--- src/rtl/rc4_pkg.sv ---
// Shared RC4 types and constants: PRGA state encoding and the printable-ASCII
// window used by the optional plaintext check (PRGA_ASCII_CHECK_EN).
package rc4_pkg;

    typedef enum logic [3:0] {
        AWAIT_START,
        FETCH_SI,
        READ_SI,
        READ_SJ,
        WRITE_SI,
        WRITE_SJ,
        FETCH_F,
        READ_F,
        WRITE_D,
        FINISHED
    } prga_state_t;

    localparam logic [7:0] ASCII_LOWER_MIN = 8'h61;
    localparam logic [7:0] ASCII_LOWER_MAX = 8'h7A;
    localparam logic [7:0] ASCII_SPACE     = 8'h20;

    function automatic logic is_plain_ascii(input logic [7:0] b);
        return ((b >= ASCII_LOWER_MIN) && (b <= ASCII_LOWER_MAX)) || (b == ASCII_SPACE);
    endfunction

endpackage

--- src/rtl/prga_decryptor_if.sv ---
// Memory-side bus of the PRGA stage: S-memory, ciphertext ROM and plaintext RAM ports.
interface prga_decryptor_if #(
    parameter int RAM_WIDTH      = 8,
    parameter int RAM_LENGTH     = 8,
    parameter int MSG_ADDR_WIDTH = 5
) ();

    logic [RAM_WIDTH-1:0]      s_ram_out;
    logic [RAM_LENGTH-1:0]     s_address;
    logic [RAM_WIDTH-1:0]      s_ram_in;
    logic                      s_write_enable;
    logic [RAM_WIDTH-1:0]      rom_out;
    logic [MSG_ADDR_WIDTH-1:0] rom_address;
    logic [MSG_ADDR_WIDTH-1:0] d_address;
    logic [RAM_WIDTH-1:0]      d_ram_in;
    logic                      d_write_enable;

    modport master (
        input  s_ram_out, rom_out,
        output s_address, s_ram_in, s_write_enable,
        output rom_address, d_address, d_ram_in, d_write_enable
    );

    modport slave (
        output s_ram_out, rom_out,
        input  s_address, s_ram_in, s_write_enable,
        input  rom_address, d_address, d_ram_in, d_write_enable
    );

endinterface

--- src/rtl/edge_detector.sv ---
// Rising-edge detector: registers the input once more so a held level yields a single pulse.
module edge_detector (
    input  logic clk,
    input  logic reset,
    input  logic sig,
    output logic rise
);

    logic sig_q;
    logic sig_prev;

    always_ff @(posedge clk or negedge reset) begin
        if (!reset) begin
            sig_q    <= 1'b0;
            sig_prev <= 1'b0;
        end else begin
            sig_q    <= sig;
            sig_prev <= sig_q;
        end
    end

    assign rise = sig_q & ~sig_prev;

endmodule

--- src/rtl/prga_decryptor.sv ---
// RC4 PRGA + XOR stage: walks S, swaps, and writes ciphertext ^ keystream to the plaintext RAM.
// Optional PRGA_ASCII_CHECK_EN adds `invalid` and stops early on a non-printable byte.
module prga_decryptor
    import rc4_pkg::*;
#(
    parameter int RAM_WIDTH      = 8,
    parameter int RAM_LENGTH     = 8,
    parameter int MSG_LENGTH     = 32,
    parameter int MSG_ADDR_WIDTH = 5
) (
    input  logic             clk,
    input  logic             reset,
    input  logic             start,
    output logic             finished,
    prga_decryptor_if.master bus
`ifdef PRGA_ASCII_CHECK_EN
    ,
    output logic             invalid
`endif
);

    prga_state_t state, state_next;

    logic                      start_rise;
    logic [RAM_LENGTH-1:0]     i, j;
    logic [MSG_ADDR_WIDTH-1:0] k;
    logic [RAM_WIDTH-1:0]      si, sj, f, enc;
    logic [RAM_WIDTH-1:0]      plain;
    logic                      last_byte;
    logic                      abort;

    edge_detector u_start_edge (
        .clk   (clk),
        .reset (reset),
        .sig   (start),
        .rise  (start_rise)
    );

    assign plain     = f ^ enc;
    assign last_byte = (k == MSG_ADDR_WIDTH'(MSG_LENGTH - 1));

`ifdef PRGA_ASCII_CHECK_EN
    assign abort = ~is_plain_ascii(plain);

    always_ff @(posedge clk or negedge reset) begin
        if (!reset)                                  invalid <= 1'b0;
        else if (state == AWAIT_START && start_rise) invalid <= 1'b0;
        else if (state == WRITE_D && abort)          invalid <= 1'b1;
    end
`else
    assign abort = 1'b0;
`endif

    always_ff @(posedge clk or negedge reset) begin
        if (!reset) state <= AWAIT_START;
        else        state <= state_next;
    end

    always_comb begin
        state_next = state;
        case (state)
            AWAIT_START: if (start_rise) state_next = FETCH_SI;
            FETCH_SI:    state_next = READ_SI;
            READ_SI:     state_next = READ_SJ;
            READ_SJ:     state_next = WRITE_SI;
            WRITE_SI:    state_next = WRITE_SJ;
            WRITE_SJ:    state_next = FETCH_F;
            FETCH_F:     state_next = READ_F;
            READ_F:      state_next = WRITE_D;
            WRITE_D:     state_next = (last_byte || abort) ? FINISHED : FETCH_SI;
            FINISHED:    state_next = AWAIT_START;
            default:     state_next = AWAIT_START;
        endcase
    end

    // Addresses are driven combinationally so read data lands exactly one cycle later.
    always_comb begin
        finished           = 1'b0;
        bus.s_address      = '0;
        bus.s_ram_in       = '0;
        bus.s_write_enable = 1'b0;
        bus.rom_address    = '0;
        bus.d_address      = '0;
        bus.d_ram_in       = '0;
        bus.d_write_enable = 1'b0;
        case (state)
            FETCH_SI: bus.s_address = i + RAM_LENGTH'(1);
            READ_SI:  bus.s_address = j + RAM_LENGTH'(bus.s_ram_out);
            WRITE_SI: begin
                bus.s_address      = i;
                bus.s_ram_in       = sj;
                bus.s_write_enable = 1'b1;
            end
            WRITE_SJ: begin
                bus.s_address      = j;
                bus.s_ram_in       = si;
                bus.s_write_enable = 1'b1;
            end
            FETCH_F: begin
                bus.s_address   = RAM_LENGTH'(RAM_WIDTH'(si + sj));
                bus.rom_address = k;
            end
            WRITE_D: begin
                bus.d_address      = k;
                bus.d_ram_in       = plain;
                bus.d_write_enable = 1'b1;
            end
            FINISHED: finished = 1'b1;
            default: ;
        endcase
    end

    always_ff @(posedge clk or negedge reset) begin
        if (!reset) begin
            i   <= '0;
            j   <= '0;
            k   <= '0;
            si  <= '0;
            sj  <= '0;
            f   <= '0;
            enc <= '0;
        end else begin
            case (state)
                AWAIT_START: begin
                    i <= '0;
                    j <= '0;
                    k <= '0;
                end
                FETCH_SI: i <= i + RAM_LENGTH'(1);
                READ_SI: begin
                    si <= bus.s_ram_out;
                    j  <= j + RAM_LENGTH'(bus.s_ram_out);
                end
                READ_SJ: sj <= bus.s_ram_out;
                READ_F: begin
                    f   <= bus.s_ram_out;
                    enc <= bus.rom_out;
                end
                WRITE_D: if (!last_byte && !abort) k <= k + MSG_ADDR_WIDTH'(1);
                default: ;
            endcase
        end
    end

endmodule

--- src/flat_wrapper.sv ---
// flat-port wrapper written by rule: the top's interface ports become plain ports
module prga_decryptor_flat import rc4_pkg::*;
#(
    parameter int RAM_WIDTH      = 8,
    parameter int RAM_LENGTH     = 8,
    parameter int MSG_LENGTH     = 32,
    parameter int MSG_ADDR_WIDTH = 5
)
  (clk, reset, start, finished, bus_s_ram_out, bus_rom_out, bus_s_address, bus_s_ram_in, bus_s_write_enable, bus_rom_address, bus_d_address, bus_d_ram_in, bus_d_write_enable);
  prga_decryptor_if #(.RAM_WIDTH(RAM_WIDTH), .RAM_LENGTH(RAM_LENGTH), .MSG_ADDR_WIDTH(MSG_ADDR_WIDTH)) bus_i ();
  input  logic clk;
  input  logic reset;
  input  logic start;
  output logic finished;
  input wire logic [$bits(bus_i.s_ram_out)-1:0] bus_s_ram_out;
  input wire logic [$bits(bus_i.rom_out)-1:0] bus_rom_out;
  output wire logic [$bits(bus_i.s_address)-1:0] bus_s_address;
  output wire logic [$bits(bus_i.s_ram_in)-1:0] bus_s_ram_in;
  output wire logic [$bits(bus_i.s_write_enable)-1:0] bus_s_write_enable;
  output wire logic [$bits(bus_i.rom_address)-1:0] bus_rom_address;
  output wire logic [$bits(bus_i.d_address)-1:0] bus_d_address;
  output wire logic [$bits(bus_i.d_ram_in)-1:0] bus_d_ram_in;
  output wire logic [$bits(bus_i.d_write_enable)-1:0] bus_d_write_enable;
  assign bus_i.s_ram_out = bus_s_ram_out;
  assign bus_i.rom_out = bus_rom_out;
  assign bus_s_address = bus_i.s_address;
  assign bus_s_ram_in = bus_i.s_ram_in;
  assign bus_s_write_enable = bus_i.s_write_enable;
  assign bus_rom_address = bus_i.rom_address;
  assign bus_d_address = bus_i.d_address;
  assign bus_d_ram_in = bus_i.d_ram_in;
  assign bus_d_write_enable = bus_i.d_write_enable;
  prga_decryptor #(.RAM_WIDTH(RAM_WIDTH), .RAM_LENGTH(RAM_LENGTH), .MSG_LENGTH(MSG_LENGTH), .MSG_ADDR_WIDTH(MSG_ADDR_WIDTH)) u_core (.clk(clk), .reset(reset), .start(start), .finished(finished), .bus(bus_i));
endmodule
--- config.mk ---
export PLATFORM = sky130hd
export DESIGN_NAME = prga_decryptor_flat
export DESIGN_NICKNAME = d
export VERILOG_FILES = /design/src/rtl/rc4_pkg.sv /design/src/rtl/prga_decryptor_if.sv /design/src/rtl/edge_detector.sv /design/src/rtl/prga_decryptor.sv /design/src/flat_wrapper.sv
export SDC_FILE = /design/constraint.sdc
export NUM_CORES = 1
export LEC_CHECK = 0
export ABC_CLOCK_PERIOD_IN_PS = 2600
export CAP_MARGIN = 10
export CORE_UTILIZATION = 56
export CTS_BUF_LIST = sky130_fd_sc_hd__clkbuf_4
export DETAILED_ROUTE_END_ITERATION = 12
export GPL_TIMING_DRIVEN = 1
export PLACE_DENSITY = 0.83
export SLEW_MARGIN = 20
export SYNTH_ARGS = -nofsm -noshare
export SYNTH_HDL_FRONTEND = slang
export SYNTH_SLANG_ARGS = --single-unit
--- constraint.sdc ---
create_clock -name clk -period 2.6 [get_ports clk]
set_input_delay 0.39 -clock clk [delete_from_list [all_inputs] [get_ports clk]]
set_output_delay 0.39 -clock clk [all_outputs]
set_load 0.05 [all_outputs]
# Word level (Yosys, flattened, before mapping)
# Cells that the tools add are included.
totals:
  out_inout_bits: 37
  inputBits: 19
  ff_bits: 59
  elab_cells: 50
classes:
  reduce_logical: 6
  bitwise_logic: 3
  n_mux: 15
  addsub: 4
  eq_ne: 12
ops:
  columns: ["operator", "count"]
  rows:
  - ["case mux 8 bit (2 select lines)", 3]
  - ["case mux 8 bit (5 select lines)", 1]
  - ["case mux 4 bit (9 select lines)", 1]
  - ["adder 8 bit", 2]
  - ["== test 4 x 3 -> 1 bit (second input constant)", 4]
  - ["two-way mux 5 bit", 3]
  - ["case mux 5 bit (2 select lines)", 1]
  - ["adder 8 x 1 -> 8 bit (second input constant)", 1]
  - ["== test 4 x 2 -> 1 bit (second input constant)", 2]
  - ["== test 4 bit (second input constant)", 2]
  - ["two-way mux 4 bit", 2]
  - ["two-way mux 8 bit", 1]
  - ["bitwise XOR 8 bit", 1]
  - ["nonzero test 2 bit", 3]
  - ["adder 5 x 1 -> 5 bit (second input constant)", 1]
  - ["== test 5 bit (second input constant)", 1]
  - ["== test 4 x 1 -> 1 bit (second input constant)", 1]
  - ["logical NOT 4 bit", 1]
  - ["two-way mux 1 bit", 3]
  - ["!= test 2 x 1 -> 1 bit (second input constant)", 1]
  - ["!= test 2 bit (second input constant)", 1]
  - ["AND reduction 2 bit", 1]
  - ["OR reduction 2 bit", 1]
  - ["bitwise AND 1 bit", 1]
  - ["NOT 1 bit", 1]

# Logic depth before layout (Yosys ltp)
# Gate-level depths: netlist (run 1).
depth:
  depth_word: 4
  depth_mapped: 8
  mapped_depth_nobuf: 8

# Cells and area by module
# From an unflattened synthesis (run 1), not the netlist that was laid out.
unflattened:
  cells_unflattened: 362
  hier_area_um2: 3560.9
by_module_without_submodules:
  columns: ["module", "cells_per_inst", "seq_area_each_um2", "instances", "area_each_um2"]
  rows:
  - ["prga_decryptor", 359, 1426.4, 1, 3497.1]
  - ["edge_detector", 3, 50.0, 1, 63.8]

# Worst setup path before layout (run 1)
# No wires, ideal clock.
synth_timing:
  path_type: "flip-flop to output port"
  startpoint: "register u_core.sj[0]"
  endpoint: "output bus_s_address[4]"
  required_ns: 2.210
  arrival_time_ns: 2.098
  path_stages_with_launch: 8
  path_buffers: 0
  setup_slack_ns: 0.112
  cell_sequence: "dfrtp_1 -> ha_1 -> inv_1 -> fa_1 -> o21bai_1 -> a21oi_1 -> xor2_1 -> o211ai_1"
synth_via:
  elab_chain_len: 2
synth_lines:
  columns: ["item", "line", "text"]
  rows:
  - ["from (decl)", "prga_decryptor.sv:27", "logic [RAM_WIDTH-1:0] si, sj, f, enc;"]
  - ["from (signal assigned)", "prga_decryptor.sv:134", "READ_SJ: sj <= bus.s_ram_out;"]
  - ["adder 8 bit", "prga_decryptor.sv:100", "bus.s_address = RAM_LENGTH'(RAM_WIDTH'(si + sj));"]
  - ["case mux 8 bit (5 select lines)", "prga_decryptor.sv:86", "case (state)"]
  - ["to (decl)", "flat_wrapper.sv:17", "output wire logic [$bits(bus_i.s_address)-1:0] bus_s_address;"]
# No other way between the ends.

# Worst setup path in the final report (run 1)
layout_timing:
  startpoint: "register u_core.j[0]"
  endpoint: "output bus_s_address[6]"
layout_via:
  elab_chain_len: 2
layout_lines:
  columns: ["item", "line", "text"]
  rows:
  - ["from (decl)", "prga_decryptor.sv:25", "logic [RAM_LENGTH-1:0] i, j;"]
  - ["from (signal assigned)", "prga_decryptor.sv:132", "j <= j + RAM_LENGTH'(bus.s_ram_out);"]
  - ["adder 8 bit", "prga_decryptor.sv:88", "READ_SI: bus.s_address = j + RAM_LENGTH'(bus.s_ram_out);"]
  - ["case mux 8 bit (5 select lines)", "prga_decryptor.sv:86", null]
# No other way between the ends.

==> flow_summary.yaml, run 1 <==
sta:
  setup_viol: 6
  fmax_ghz: 0.3346
  fin_ws_ns: -0.3889
  drv_slew: 0
  worst_clock_skew_ns: 0.01994
  maxSlewHeadroom: 0.4272
  post-route-period-util: 1.150
  grt_setup_unrepaired: "yes"
  hold_viol: 0
  tightest_slew_ns: 0.8546
  period_needed_ns: 2.989
cells_and_area:
  area_growth_pct: 49.08
  antenna_cells: 0
  nNetsFinal: 506
  drive_gt1_frac: 0.3658
  final_core_util: 0.8780
cts:
  cts-root-buf: "clkbuf_4"
  clk_latency_ns: 0.45
  cts_tree: "done"
  cts.sinks: 59
  clk_pin_slew_ns: 0.13
  clk_path_buf_depth: 2
  htreeDepth: 3
  cts_buffers: 9
pwr:
  power_mw: 6.760
  power.density_mw_per_mm2: 1285
  p_leak_nw: 2.416
  vdd_drop_max_mv: 1.117
setup_path:
  startpoint_type: "register"
  critPathMaxFanout: 3
  cp_slowest_cell: "dfrtp_1"
  crit_type: "register to primary output"
  arrival_ns: 2.60
  worst_path_largest_cell_delay_ns: 0.46
  required_ns: 2.21
  cp_num_buf_inv: 1
  path_delay_family: "adder cells"
  path_cells: "ha_4 > fa_2 > a21o_1 > a21oi_2 > nand2b_4 > mux2i_1 > nor2_1 > o211ai_2 > buf_12"
  cp-end-kind: "primary output"
global_routing:
  first_global_vias: 3352
  grt_max_degree: 35
  antenna_found_initial: 0
  grt_util_all_layers: 0.3408
  grt_pass1_wl_mm: 16.48
  grt_overflow: 0
drt:
  num_vias: 3508
  wl_per_cell_um: 21.75
  firstDrtPassIters: 5
  ant_nets: 0
  drc: 0
  first_iter_violations: 497
  avgViaCountPerCell: 6.401
  drt-total-wl_mm: 11.92
synthesis:
  ys_seq_area_frac: 0.4184
  synthFlopType: "dfrtp_1"
  avgSynthCellArea_um2: 9.801
  syn_inst: 360
  yosys-top-cells-area: "dfrtp_1 (42%), nand2_1 (6.2%), ha_1 (6.0%)"
  synth_common_cells: "dfrtp_1 (59), nand2_1 (58), nor2_1 (22)"
  yosysWarnings: 0
  ys_ff_latch: 59
  async_flop_share: 1.000
  synthesis.area_mm2: 0.003528
  synth_edf_count: 0
  syn-num-nets: 398
  yosys.area.top_type: "dfrtp_1"
  yosysMostFrequentCell: "dfrtp_1"
  yosysTopAreaCellShare: 0.4184
  yosysUniqueCellTypes: 52
worst_hold_path:
  hold_class: "input port to register"
floorplanning:
  dieArea_mm2: 0.006622
  die_width_um: 81.38
  coreArea_mm2: 0.005991
  rows: 28
  initial_core_util: 0.5890
  dieHeight_um: 81.38
  pin_count: 56
placement:
  io_buffers: 55
  pre_cts_slack_ns: -0.3912
  dpl.hpwl_mm: 7.027
  place_congestion: 0.9213
run:
  max_cap_viol_count: 0
outcome:
  violations: "setup timing"
  outcome: "finished, violations left"
state kept, by name, summed over array words and instances (netlist names), 4 cells and up:
| name | cells |
|---|---|
| u_core.j | 8 |
| u_core.k | 5 |
| u_core.si | 8 |
| u_core.sj | 8 |
| u_core.state | 4 |
| u_core.f | 8 |
| u_core.enc | 8 |
| u_core.i | 8 |
timing repair:
| item | in CTS | in global routing |
|---|---|---|
| pin swaps | 9 | 22 |
| buffers inserted | 6 | 11 |
| gates resized for setup | 24 | 37 |
| setup endpoints to repair | 20 | 20 |
| cloned | 1 | 0 |
| hold buffers | 1 | 0 |
| hold endpoints to repair | 25 | 0 |
where the power goes:
| part | leakage [nW] | total, mW | internal [mW] | switching [mW] |
|---|---|---|---|---|
| combinational | 1.62 | 4.51 | 2.07 | 2.44 |
| sequential | 0.734 | 1.63 | 1.27 | 0.359 |
| clock | 0.0600 | 0.626 | 0.208 | 0.418 |
| total | 2.42 | 6.76 | 3.55 | 3.21 |
layout by cell type, fill, tap and decap left out, drive strengths merged, types with 5 or more instances in the layout:
cell type      count
a21o               5
a21oi             11
a22o              12
and2              10
buf               87
clkbuf            13
clkdlybuf4s50     14
dfrtp             59
ha                17
inv               12
mux2              25
nand2             58
nand2b             5
nand3              8
nor2              24
nor3              12
o211ai             7
o21ai             18
or3                6
xnor2             15
xor2               7
metal layers:
metal	global-route usage	vias up	part of all wire
met4	0.1232	0	0.044
met5	0	-	0
met2	0.5625	250	0.47
li1	-	1510	-
met1	0.4301	1679	0.40
met3	0.08427	69	0.085
worst register-to-register path, cell delays in order, from the launching register on:
cell      delay, ns
dfrtp_1        0.44
ha_4           0.23
a21oi_2        0.17
o211ai_1       0.15
buf_4          0.17
o41ai_1        0.48
xor2_1         0.19
a21oi_1        0.21
o22ai_1        0.10
final timing paths:
check / start / to / slack (ns) / cells past startpoint
min in group asynchronous: reset / u_core.enc[7]$_DFFE_PN0P_ / 0.47 / 2
min reg2reg: u_core.u_start_edge.sig_q$_DFF_PN0_ / u_core.u_start_edge.sig_prev$_DFF_PN0_ / 0.40 / 0
max: u_core.j[0]$_DFFE_PN0P_ / bus_s_address[6] / -0.39 / 9
min: start / u_core.u_start_edge.sig_q$_DFF_PN0_ / 0.39 / 1
max reg2reg: u_core.j[1]$_DFFE_PN0P_ / u_core.j[7]$_DFFE_PN0P_ / 0.34 / 8
max in group asynchronous: reset / u_core.j[4]$_DFFE_PN0P_ / 1.48 / 3
final cells by class:
type,count,area [um2]
Multi-Input combinational cell,279,2155
Sequential cell,59,1481
Timing Repair Buffer,110,1366
Fill cell,247,730.7
Tap cell,75,93.84
Clock buffer,9,67.56
Clock inverter,7,57.56
Inverter,9,38.79
per-stage QoR:
step	cell area (um2)	hold slack [ns]	TNS, ns	cells
6_report	5260	0.3867	-1.617	548
5_1_grt	5260	0.3917	-1.961	548
4_1_cts	5019	0.3779	-0.8870	537
3_5_place_dp	4726	0.3749	-1.209	513
3_3_place_gp	4726	0.3634	-1.050	513
2_1_floorplan	3528	0.09441	0	360
cell families (layout without fill, tap and decap cells):
group / count (synthesis) / count (layout) / share of synthesized area
AND/OR/NAND/NOR: 137 / 138 / 0.1926
AO/OA/AOI/OAI: 74 / 74 / 0.1461
flip-flops: 59 / 59 / 0.4184
multiplexers: 26 / 26 / 0.08262
buffers and inverters: 23 / 135 / 0.03404
XOR/XNOR: 22 / 22 / 0.05461
adder cells (fa/ha/maj): 19 / 19 / 0.07163
(Power assumes the default switching activity.)
==> run 2: changes to the inputs <==
--- a/config.mk
+++ b/config.mk
@@ -15,4 +15,5 @@
 export SLEW_MARGIN = 20
 export SYNTH_ARGS = -nofsm -noshare
 export SYNTH_HDL_FRONTEND = slang
+export SYNTH_HIERARCHICAL = 1
 export SYNTH_SLANG_ARGS = --single-unit
==> run 2 against run 1 <==
Against the previous run: the flow still finishes with violations (setup timing); non-clock buffer count shrank 2; wire length up 8.9%; area after synthesis increased by 0.92%; power rose by 2.0%; synthesized cell count grew 0.56%; global-route usage is 1.3 points higher; maximum frequency decreased by 2.3%; die area grew 0.90%; largest cell class unchanged; highest routed layer unchanged.
==> flow_summary.yaml, run 2 <==
pwr:
  vdd_drop_max_mv: 1.080
  p_int_mw: 3.657
  swShare: 0.4694
  p_switching_mw: 3.235
  p_seq_frac: 0.240
  pwr-share-clk: 0.095
  power.density_mw_per_mm2: 1321
  p_leak_nw: 2.433
  power_frac_comb: 0.665
  power_mw: 6.892
cts:
  cts_buffers: 9
  htreeDepth: 3
  clk_pin_slew_ns: 0.10
  clk_latency_ns: 0.43
  cts-root-buf: "clkbuf_4"
  cts_tree: "done"
  clk_path_buf_depth: 2
  cts.sinks: 59
sta:
  setup_viol: 7
  post-route-period-util: 1.177
  drv_slew: 0
  fmax_ghz: 0.3267
  fin_ws_ns: -0.4605
  hold_viol: 0
  setup-tns-final_ns: -1.704
  period_needed_ns: 3.060
  grt_setup_unrepaired: "yes"
  worst_clock_skew_ns: 0.01653
  maxSlewHeadroom: 0.4321
  tightest_slew_ns: 0.8472
cells_and_area:
  antenna_cells: 0
  fill_cells: 254
  final_common_cell: "dfrtp_1"
  nNetsFinal: 501
  final_cell_mix: "dfrtp_1 (57), buf_4 (49), nand2_1 (44)"
  fin_area_mm2: 0.005219
  drive_gt1_frac: 0.3440
  area_growth_pct: 46.56
global_routing:
  grt_max_degree: 26
  grt_overflow: 0
  first_global_vias: 3511
  grt_util_all_layers: 0.3539
  antenna_found_initial: 0
  grt_pass1_wl_mm: 17.17
drt:
  num_vias: 3715
  avgViaCountPerCell: 6.842
  drt-total-wl_mm: 12.98
  drc: 0
  firstDrtPassIters: 5
  wl_per_cell_um: 23.91
  first_iter_violations: 487
  ant_nets: 0
synthesis:
  ys_seq_area_frac: 0.4146
  ys_ff_latch: 59
  syn_inst: 362
  yosys.area.top_type: "dfrtp_1"
  avgSynthCellArea_um2: 9.837
  yosys-top-cells-area: "dfrtp_1 (41%), ha_1 (6.0%), mux2_2 (5.4%)"
  synth_common_cells: "dfrtp_1 (59), nand2_1 (46), nor2_1 (23)"
  yosysMostFrequentCell: "dfrtp_1"
  yosysTopAreaCellShare: 0.4146
  synthesis.area_mm2: 0.003561
  yosysUniqueCellTypes: 49
  async_flop_share: 1.000
  synth_edf_count: 0
  syn-num-nets: 400
  yosysWarnings: 6
  synthFlopType: "dfrtp_1"
run:
  max_cap_viol_count: 0
outcome:
  outcome: "finished, violations left"
  violations: "setup timing"
placement:
  dpl.hpwl_mm: 6.283
  place_congestion: 0.8616
  io_buffers: 55
  post_dp_cell_area_mm2: 0.004678
setup_path:
  r2r_start: "u_core/j[0]$_DFFE_PN0P_"
  startpoint_type: "register"
  rrSetupSlack_ns: 0.33
  startpoint: "u_core/state[3]$_DFFE_PN0P_"
  arrival_ns: 2.67
  crit_type: "register to primary output"
  reg2reg_depth: 12
  reg2reg_to: "u_core/j[4]$_DFFE_PN0P_"
  cp-end-kind: "primary output"
  required_ns: 2.21
  crit_path_end: "bus_s_address[6]"
  critPathMaxFanout: 17
floorplanning:
  dieHeight_um: 81.74
  dieArea_mm2: 0.006681
  initial_core_util: 0.5909
  die_width_um: 81.74
  pin_count: 56
  coreArea_mm2: 0.006026
  rows: 28
worst_hold_path:
  holdCritStartpoint: "u_core/u_start_edge/sig_q$_DFF_PN0_"
  hold_class: "register to register"
## run 2: power by group through the flow
stage               registers (mW)  clock network [mW]  logic (mW)
finish                        1.66               0.656        4.58
global route                  1.68               0.699        4.75
CTS                           1.59               0.634        3.94
detailed placement            1.61                   0        3.59
global placement              1.58                   0        3.51
floorplan                     1.50                   0        2.34
## run 2: layer usage
| metal | part of all wire | track usage | vias to the layer above | wire [um] |
|---|---|---|---|---|
| li1 | - | - | 1510 | - |
| met1 | 0.35 | 0.4065 | 1742 | 4532 |
| met2 | 0.48 | 0.5793 | 356 | 6194 |
| met3 | 0.10 | 0.09000 | 107 | 1302 |
| met4 | 0.073 | 0.2386 | 0 | 954 |
| met5 | 0 | 0 | - | 0 |
## run 2: cell type report
| type | instances | area [um2] | area share |
|---|---|---|---|
| clock buffer | 9 | 67.56 | 0.01295 |
| clock inverter | 7 | 58.81 | 0.01127 |
| inverter | 4 | 15.01 | 0.002877 |
| multi-input combinational | 281 | 2192 | 0.4200 |
| sequential | 59 | 1479 | 0.2834 |
| tap | 75 | 93.84 | 0.01798 |
| timing repair buffer | 108 | 1313 | 0.2515 |
## run 2: logic make-up (layout without fill, tap and decap cells)
kind of cell	count (synthesis)	in the layout	synth area share
buffers and inverters	22	128	0.02811
AND/OR/NAND/NOR	131	131	0.1862
multiplexers	26	26	0.08187
adder cells (fa/ha/maj)	19	19	0.07098
XOR/XNOR	21	21	0.05165
AO/OA/AOI/OAI	84	84	0.1666
flip-flops	59	59	0.4146
## run 2: critical path: stages, from the launching register on
cell and delay (ns):
dfrtp_2 0.46, or4b_4 0.56, buf_6 0.19, nor3b_1 0.32, o21ai_0 0.26, nand3_2 0.14, a211o_1 0.18, buf_12 0.15
## run 2: worst min path at each step
stage	endpoint	slack, ns	cells past startpoint
after detailed placement	u_core/enc[7]$_DFFE_PN0P_	0.32	1
after global routing	u_core/u_start_edge/sig_q$_DFF_PN0_	0.38	1
after CTS	u_core/u_start_edge/sig_prev$_DFF_PN0_	0.40	0
after global placement	u_core/enc[7]$_DFFE_PN0P_	0.32	1
final	u_core/u_start_edge/sig_prev$_DFF_PN0_	0.39	0
after floorplan	u_core/enc[0]$_DFFE_PN0P_	0.09	0
## run 2: per-stage QoR
stage	instances	setup WS [ns]	util	hold WS [ns]
after floorplan	362	0.1302	-	0.09441
after global placement	503	-0.3138	0.7764	0.3192
after detailed placement	503	-0.3569	0.7764	0.3220
after CTS	536	-0.2179	0.8385	0.3971
after global routing	543	-0.4587	0.8661	0.3816
final	543	-0.4605	0.8661	0.3934
## run 2: what timing repair did
item | CTS | global route
pin swaps | 20 | 18
endpoints found under the setup margin | 7 | 14
endpoints found under the hold margin | 15 | 0
hold buffers | 1 | 0
resized for setup | 27 | 23
buffers inserted | 16 | 7
gates cloned | 0 | 0
==> run 3: changes to the inputs <==
--- a/config.mk
+++ b/config.mk
@@ -6,7 +6,7 @@
 export NUM_CORES = 1
 export LEC_CHECK = 0
 export ABC_CLOCK_PERIOD_IN_PS = 2600
-export CAP_MARGIN = 10
+export CAP_MARGIN = 15
 export CORE_UTILIZATION = 56
 export CTS_BUF_LIST = sky130_fd_sc_hd__clkbuf_4
 export DETAILED_ROUTE_END_ITERATION = 12
==> results of run 3 <==
No change in the layout: final DEF, timing and power equal those of run 2.
